**src/rtl/ex_stage.sv**
```systemverilog
// Execute stage: operand forwarding, 8-bit ALU with CCR, branch resolution,
// execute/memory pipeline register and the processor halt state machine.
module ex_stage (
   input  logic       clk,
   input  logic       reset,
   input  logic       stall,
   input  logic [1:0] ra,
   input  logic [1:0] rb,
   input  logic [7:0] R_ra,
   input  logic [7:0] R_rb,
   input  logic       RW,
   input  logic       SW1,
   input  logic       SW2,
   input  logic       out_ld,
   input  logic       MW,
   input  logic       SM2,
   input  logic       SE2,
   input  logic [1:0] SP,
   input  logic [1:0] SE3,
   input  logic [3:0] ALU,
   input  logic [4:0] Flags,
   input  logic [2:0] BU,
   input  logic       Hlt,
   input  logic [1:0] has_hazard,
   output logic [1:0] em_ra,
   output logic [1:0] em_rb,
   output logic       em_RW,
   output logic [1:0] em_SP,
   output logic       em_SW1,
   output logic       em_SW2,
   output logic       em_out_ld,
   output logic       em_MW,
   output logic       em_SM2,
   output logic       em_SE2,
   output logic [1:0] em_SE3,
   output logic [7:0] em_result,
   output logic [7:0] em_B,
   output logic [3:0] ccr,
   output logic       branch_taken,
   output logic [7:0] branch_target,
   output logic       halted
);

   typedef enum logic {RUN = 1'b0, HALTED = 1'b1} state_e;

   typedef struct packed {
      logic [1:0] ra;
      logic [1:0] rb;
      logic       rw;
      logic [1:0] sp;
      logic       sw1;
      logic       sw2;
      logic       out_ld;
      logic       mw;
      logic       sm2;
      logic       se2;
      logic [1:0] se3;
      logic [7:0] result;
      logic [7:0] b;
   } em_t;

   state_e     state_q, state_d;
   em_t        em_q, em_d;
   logic [3:0] ccr_q, ccr_d;
   logic [7:0] op_a, op_b;
   logic [7:0] alu_res;
   logic       alu_c, alu_v, br_cond;

   // Returns {overflow, carry/borrow, result[7:0]}
   function automatic logic [9:0] arith(input logic [7:0] x, input logic [7:0] y, input logic sub);
      logic [8:0] s;
      logic       v;
      if (sub) begin
         s = {1'b0, x} - {1'b0, y};
         v = (x[7] != y[7]) && (s[7] != x[7]);
      end else begin
         s = {1'b0, x} + {1'b0, y};
         v = (x[7] == y[7]) && (s[7] != x[7]);
      end
      return {v, s};
   endfunction

   assign op_a = has_hazard[0] ? em_q.result : R_ra;
   assign op_b = has_hazard[1] ? em_q.result : R_rb;

   always_comb begin
      alu_res = op_b;
      alu_c   = 1'b0;
      alu_v   = 1'b0;
      case (ALU)
         4'd0:  alu_res = op_b;
         4'd1:  {alu_v, alu_c, alu_res} = arith(op_a, op_b, 1'b0);
         4'd2:  {alu_v, alu_c, alu_res} = arith(op_a, op_b, 1'b1);
         4'd3:  alu_res = op_a & op_b;
         4'd4:  alu_res = op_a | op_b;
         4'd5:  alu_res = op_a ^ op_b;
         4'd6:  {alu_v, alu_c, alu_res} = arith(8'hFF, op_b, 1'b1);
         4'd7:  {alu_v, alu_c, alu_res} = arith(8'h00, op_b, 1'b1);
         4'd8:  {alu_v, alu_c, alu_res} = arith(op_b, 8'h01, 1'b0);
         4'd9:  {alu_v, alu_c, alu_res} = arith(op_b, 8'h01, 1'b1);
         4'd10: begin alu_res = {op_b[6:0], ccr_q[2]}; alu_c = op_b[7]; end
         4'd11: begin alu_res = {ccr_q[2], op_b[7:1]}; alu_c = op_b[0]; end
         4'd12: begin alu_res = op_b; alu_c = 1'b1; end
         4'd13: begin alu_res = op_b; alu_c = 1'b0; end
         default: alu_res = op_a;
      endcase
   end

   // Conditional branches look at the CCR before this instruction's update
   always_comb begin
      br_cond = 1'b0;
      case (BU)
         3'd1:    br_cond = ccr_q[0];
         3'd2:    br_cond = ccr_q[1];
         3'd3:    br_cond = ccr_q[2];
         3'd4:    br_cond = ccr_q[3];
         3'd5,
         3'd6:    br_cond = 1'b1;
         default: br_cond = 1'b0;
      endcase
   end

   assign branch_taken  = br_cond && !stall && (state_q == RUN);
   assign branch_target = op_b;

   always_comb begin
      state_d = state_q;
      if (state_q == RUN && Hlt && !stall) state_d = HALTED;
   end

   // A halt instruction and every cycle spent halted load a bubble and leave the CCR alone
   always_comb begin
      em_d  = '0;
      ccr_d = ccr_q;
      if (state_q == RUN && !Hlt) begin
         em_d.ra     = ra;
         em_d.rb     = rb;
         em_d.rw     = RW;
         em_d.sp     = SP;
         em_d.sw1    = SW1;
         em_d.sw2    = SW2;
         em_d.out_ld = out_ld;
         em_d.mw     = MW;
         em_d.sm2    = SM2;
         em_d.se2    = SE2;
         em_d.se3    = SE3;
         em_d.result = alu_res;
         em_d.b      = op_b;
         if (Flags[4]) begin
            ccr_d = op_b[3:0];
         end else begin
            if (Flags[0]) ccr_d[0] = (alu_res == 8'h00);
            if (Flags[1]) ccr_d[1] = alu_res[7];
            if (Flags[2]) ccr_d[2] = alu_c;
            if (Flags[3]) ccr_d[3] = alu_v;
         end
      end
   end

   always_ff @(posedge clk) begin
      if (reset) begin
         state_q <= RUN;
         em_q    <= '0;
         ccr_q   <= '0;
      end else if (!stall) begin
         state_q <= state_d;
         em_q    <= em_d;
         ccr_q   <= ccr_d;
      end
   end

   assign em_ra     = em_q.ra;
   assign em_rb     = em_q.rb;
   assign em_RW     = em_q.rw;
   assign em_SP     = em_q.sp;
   assign em_SW1    = em_q.sw1;
   assign em_SW2    = em_q.sw2;
   assign em_out_ld = em_q.out_ld;
   assign em_MW     = em_q.mw;
   assign em_SM2    = em_q.sm2;
   assign em_SE2    = em_q.se2;
   assign em_SE3    = em_q.se3;
   assign em_result = em_q.result;
   assign em_B      = em_q.b;
   assign ccr       = ccr_q;
   assign halted    = (state_q == HALTED);

endmodule

```
**config.mk**
```make
export PLATFORM = sky130hd
export DESIGN_NAME = ex_stage
export DESIGN_NICKNAME = d
export VERILOG_FILES = /design/src/rtl/ex_stage.sv
export SDC_FILE = /design/constraint.sdc
export NUM_CORES = 1
export LEC_CHECK = 0
export BUFFER_PORTS_ARGS = -buffer_cell sky130_fd_sc_hd__buf_2
export CAP_MARGIN = 20
export CORE_MARGIN = 10
export CORE_UTILIZATION = 40
export DETAILED_ROUTE_END_ITERATION = 6
export SLEW_MARGIN = 0
export SYNTH_ARGS = -nofsm -noshare
export SYNTH_HDL_FRONTEND = slang
export SYNTH_SLANG_ARGS = --single-unit
```
**constraint.sdc**
```tcl
create_clock -name clk -period 10.65 [get_ports clk]
set_input_delay 2.13 -clock clk [delete_from_list [all_inputs] [get_ports clk]]
set_output_delay 2.13 -clock clk [all_outputs]
set_load 0.05 [all_outputs]
```
# --- After elaboration in Yosys (flattened, before gate mapping) ---
# Index checks and enable logic that the tools add are counted.
word_totals:
  ff_bits: 36
  elab_cells: 94
op_classes:
  n_addsub: 6
  eq_ne: 25
  mux: 12
  bitwise_logic: 7
  n_reduce_logical: 26
ops:
  columns: ["operator", "n"]
  rows:
  - ["8-bit case mux with 12 select lines", 1]
  - ["31-bit two-way mux", 1]
  - ["4-bit equality test (second input constant)", 6]
  - ["4-bit by 3-bit equality test with 1-bit output (second input constant)", 4]
  - ["8-bit two-way mux", 2]
  - ["3-bit AND reduction", 4]
  - ["1-bit logical AND", 11]
  - ["8-bit by 1-bit adder with 9-bit output (second input constant)", 1]
  - ["8-bit by 8-bit adder with 9-bit output", 1]
  - ["3-bit equality test (second input constant)", 3]
  - ["1-bit case mux with 9 select lines", 1]
  - ["1-bit by 8-bit subtractor with 9-bit output (first input constant)", 1]
  - ["8-bit by 1-bit subtractor with 9-bit output (second input constant)", 1]
  - ["8-bit by 8-bit subtractor with 9-bit output", 1]
  - ["8-bit by 8-bit subtractor with 9-bit output (first input constant)", 1]
  - ["8-bit AND", 1]
  - ["4-bit by 2-bit equality test with 1-bit output (second input constant)", 2]
  - ["8-bit zero test", 1]
  - ["8-bit OR", 1]
  - ["2-bit nonzero test", 4]
  - ["8-bit XOR", 1]
  - ["3-bit by 2-bit equality test with 1-bit output (second input constant)", 2]
  - ["1-bit case mux with 6 select lines", 1]
  - ["1-bit inequality test", 5]
  - ["12 further kinds", 19]

# --- Longest topological paths before layout ---
logic_depth:
  word_depth: 7
  mapped_depth: 13

# --- Worst setup path before layout ---
# No wires, ideal clock.
synth_timing:
  path_kind: "input -> output"
  start: "input stall"
  end: "output branch_taken"
  arrival_time_ns: 4.046
  t_required_ns: 8.520
  slack_ns: 4.474
  path_stages: 3
  path_buffers: 2
  cell_sequence: "clkbuf_1 -> clkbuf_1 -> nor4_1"
synth_between:
  elab_chain_len: 3
synth_rtl:
  columns: ["item", "line", "source"]
  rows:
  - ["start, declared", "6", "input logic stall,"]
  - ["1-bit zero test", null, null]
  - ["1-bit logical AND (2 in a row)", "123", "assign branch_taken = br_cond && !stall && (state_q == RUN);"]
  - ["end, declared", "39", "output logic branch_taken,"]
# Every way passes these cells.

# --- Worst setup path after layout ---
layout_timing:
  start: "input has_hazard[1]"
  end: "output branch_target[0]"
layout_between:
  elab_chain_len: 1
layout_rtl:
  columns: ["item", "line", "source"]
  rows:
  - ["start, declared", "24", "input logic [1:0] has_hazard,"]
  - ["8-bit two-way mux", "84", "assign op_b = has_hazard[1] ? em_q.result : R_rb;"]
  - ["end, declared", "40", "output logic [7:0] branch_target,"]
# Every way passes these cells.

==> out/results.ini <==
[drt]
postRouteAntennaNets=0
wl_per_cell_um=23.6
vias=4843
drc_errors=0
drt_iter0_markers=573
finalWirelength_mm=17.9
dr.pass1.iters=5
via_per_inst=6.39

[power]
power_uw=481
switching_share_pct=45.8
pwr-share-clk_pct=22.5
internal_power_uw=261
p_switching_uw=220
pwr-share-seq_pct=30.4
p_leak_uw=0.00206
combinationalPowerShare_pct=47.1
power_density_mw_per_mm2=100
peakVddDrop_uv=56.4

[timing]
finalHoldViolCount=0
post-route-period-util_pct=57.7
fin_setup_tns_ns=0
grt_setup_unrepaired=false
drv_slew=0
slew_headroom_pct=42.2
post-route-min-period_ns=6.14
fin_skew_ns=0.00572
tightest_slew_ns=0.867
hold_slack_ns=0.513
max_freq_mhz=163
setup_viol_count_final=0

[critical_path]
r2r-end=ccr[0]$_SDFFE_PP0P_
r2r-start=em_result[0]$_SDFFE_PP0N_
reg2regPathDepth=11
crit_type=primary input to output port
crit_path_max_fanout=26
arrival_ns=4.01
critical_path.startpoint_type=primary input
reg2reg_slack_ns=6.72
cp-end-kind=output port
crit_required_ns=8.52

[cts]
post-cts-setup-buffers=0
cts_tree=built
htreeDepth=2
postCtsHoldBufs=0
clkLatencyLatePin_ns=0.30
cts_buffers=5
cts-root-buf=clkbuf_8
cts_sinks=36
clk_pin_slew_worst_paths_ns=0.09
ctsLongestPathBuffers=2
post_cts_resized=0

[synth]
synth_edf_count=0
synth_seq_cells=36
syn_nets=640
synth_ff_type=dfxtp_1
yosysSeqAreaShare_pct=17.1
netlist_top_cells_area=dfxtp_1 17%, ha_1 8.6%, nor2_1 6.1%
synth_cell_types=83
syn_area_mm2=0.00422
async_reset_ff_share_pct=0
ys_warn_count=0
synth_top_area_share_pct=17.1
synth_cells=560
synth_area_per_cell_um2=7.53
synth_area_leader_cell=dfxtp_1

[layout]
ff_latch_area_um2=721
antennaDiodeCount=0
fin_util_pct=46.6
area_delta_synth_final_pct=13.6
multiInputGateArea_mm2=0.00319
nFillCells=1102
drive_gt1_share_pct=21.2
fin_nets=701

[run]
maxCapViolations=0

[global_routing]
grt_pass1_vias=4769
overflow=0
antenna_found_initial=0
track_usage_pct=23.1
grt_max_degree=61
grt_pass1_wl_mm=27.5

[status]
status=finished, final reports clean

[die]
die_area_mm2=0.0151
rows=37
die_width_um=123
die_h_um=123
core-area_mm2=0.0103
io_pins=94
start_util_pct=41.0

[min_path]
hold_depth=2
hp-start=em_SW2$_SDFFE_PP0N_
holdPathEnd=em_SW2$_SDFFE_PP0N_
hp-class=flip-flop to flip-flop

[placement]
place.gp.congestion=0.979
io_buffers=93
dp_hpwl_mm=13.3

synth_stat cells, types with 8 or more instances:
master	n
nor2_1	69
dfxtp_1	36
a22oi_1	32
nand2_1	32
ha_1	29
o21ai_0	29
clkbuf_1	27
inv_1	27
a21oi_1	25
nand3_1	18
mux2i_1	17
nor3_1	14
buf_2	12
nand2b_1	10
a32oi_1	8
layout make-up:
class | instances | area share, %
Multi-Input combinational cell | 450 | 66.6
Inverter | 29 | 2.27
Timing Repair Buffer | 99 | 10.7
Sequential cell | 36 | 15.0
Tap cell | 136 | 3.55
Clock buffer | 5 | 1.44
Clock inverter | 3 | 0.444
how the worst max path moves through the flow:
stage | startpoint | endpoint | slack (ns) | cells after the start
floorplan | stall | branch_taken | 4.47 | 3
global placement | has_hazard[1] | ccr[0]$_SDFFE_PP0P_ | 4.63 | 12
detailed placement | has_hazard[1] | ccr[0]$_SDFFE_PP0P_ | 4.47 | 12
CTS | has_hazard[1] | branch_target[0] | 4.56 | 4
global route | has_hazard[1] | ccr[0]$_SDFFE_PP0P_ | 4.41 | 12
finish | has_hazard[1] | branch_target[0] | 4.51 | 4
stage by stage:
| stage | setup slack [ns] | instances | instance area (um^2) |
|---|---|---|---|
| after floorplan | 4.47 | 560 | 4220 |
| after detailed placement | 4.47 | 750 | 4700 |
| final | 4.51 | 758 | 4790 |
| after global placement | 4.63 | 750 | 4700 |
| after CTS | 4.56 | 758 | 4790 |
| after global routing | 4.41 | 758 | 4790 |
critical path, cell delays in order:
cell and delay, ns:
buf_2 0.49, mux2i_2 0.60, clkinv_1 0.44, buf_2 0.34
power groups by stage:
stage	combinational (uW)	sequential, uW	clock [uW]
2_1_floorplan	141	167	0
3_3_place_gp	222	149	0
3_5_place_dp	222	150	0
4_1_cts	223	146	111
5_1_grt	244	147	114
6_report	226	146	108
layout by cell type, fill, tap and decap left out, drive strengths merged, types with 4 or more instances in the layout:
| cell type | Yosys | layout |
|---|---|---|
| ha | 29 | 29 |
| xnor2 | 7 | 7 |
| nand3b | 6 | 6 |
| a211oi | 7 | 7 |
| nor4b | 6 | 6 |
| dfxtp | 36 | 36 |
| a31oi | 7 | 7 |
| o211ai | 5 | 5 |
| nand3 | 18 | 18 |
| or4 | 4 | 4 |
| mux2i | 23 | 23 |
| nor4bb | 4 | 4 |
| nor3 | 15 | 15 |
| a21oi | 25 | 25 |
| nor2 | 69 | 69 |
| a22oi | 32 | 32 |
| nand2 | 32 | 32 |
| nand2b | 10 | 10 |
| inv | 28 | 29 |
| o22ai | 5 | 5 |
| o21ai | 30 | 30 |
| o31ai | 5 | 5 |
| nor2b | 6 | 6 |
| buf | 18 | 99 |
| a221oi | 5 | 5 |
| nand4 | 4 | 4 |
| a32oi | 8 | 8 |
| clkbuf | 27 | 5 |
| nor4 | 8 | 8 |
| or3 | 5 | 5 |
registers in the layout, summed over array words and instances (netlist names):
| signal | count |
|---|---|
| em_SW1 | 1 |
| em_rb | 2 |
| em_SP | 2 |
| em_result | 8 |
| em_RW | 1 |
| em_B | 8 |
| em_SE2 | 1 |
| halted | 1 |
| ccr | 4 |
| em_SE3 | 2 |
| em_ra | 2 |
| em_out_ld | 1 |
| em_SW2 | 1 |
| em_SM2 | 1 |
| em_MW | 1 |
kinds of logic after synthesis:
kind of cell             share of synthesized area [%]
multiplexers                                      7.50
buffers and inverters                             7.39
XOR/XNOR                                          1.66
adder cells (fa/ha/maj)                           9.55
flip-flops                                        17.1
AO/OA/AOI/OAI                                     30.4
AND/OR/NAND/NOR                                   26.4
metal layers:
metal	wire [um]	up-vias	global-route usage [%]	part of all wire, %
li1	-	2238	-	-
met1	7410	2291	30.4	41
met2	8200	262	36.1	46
met3	1600	52	4.45	8.9
met4	648	0	9.79	3.6
met5	0	-	0	0
Power figures use the tool's default switching activity.
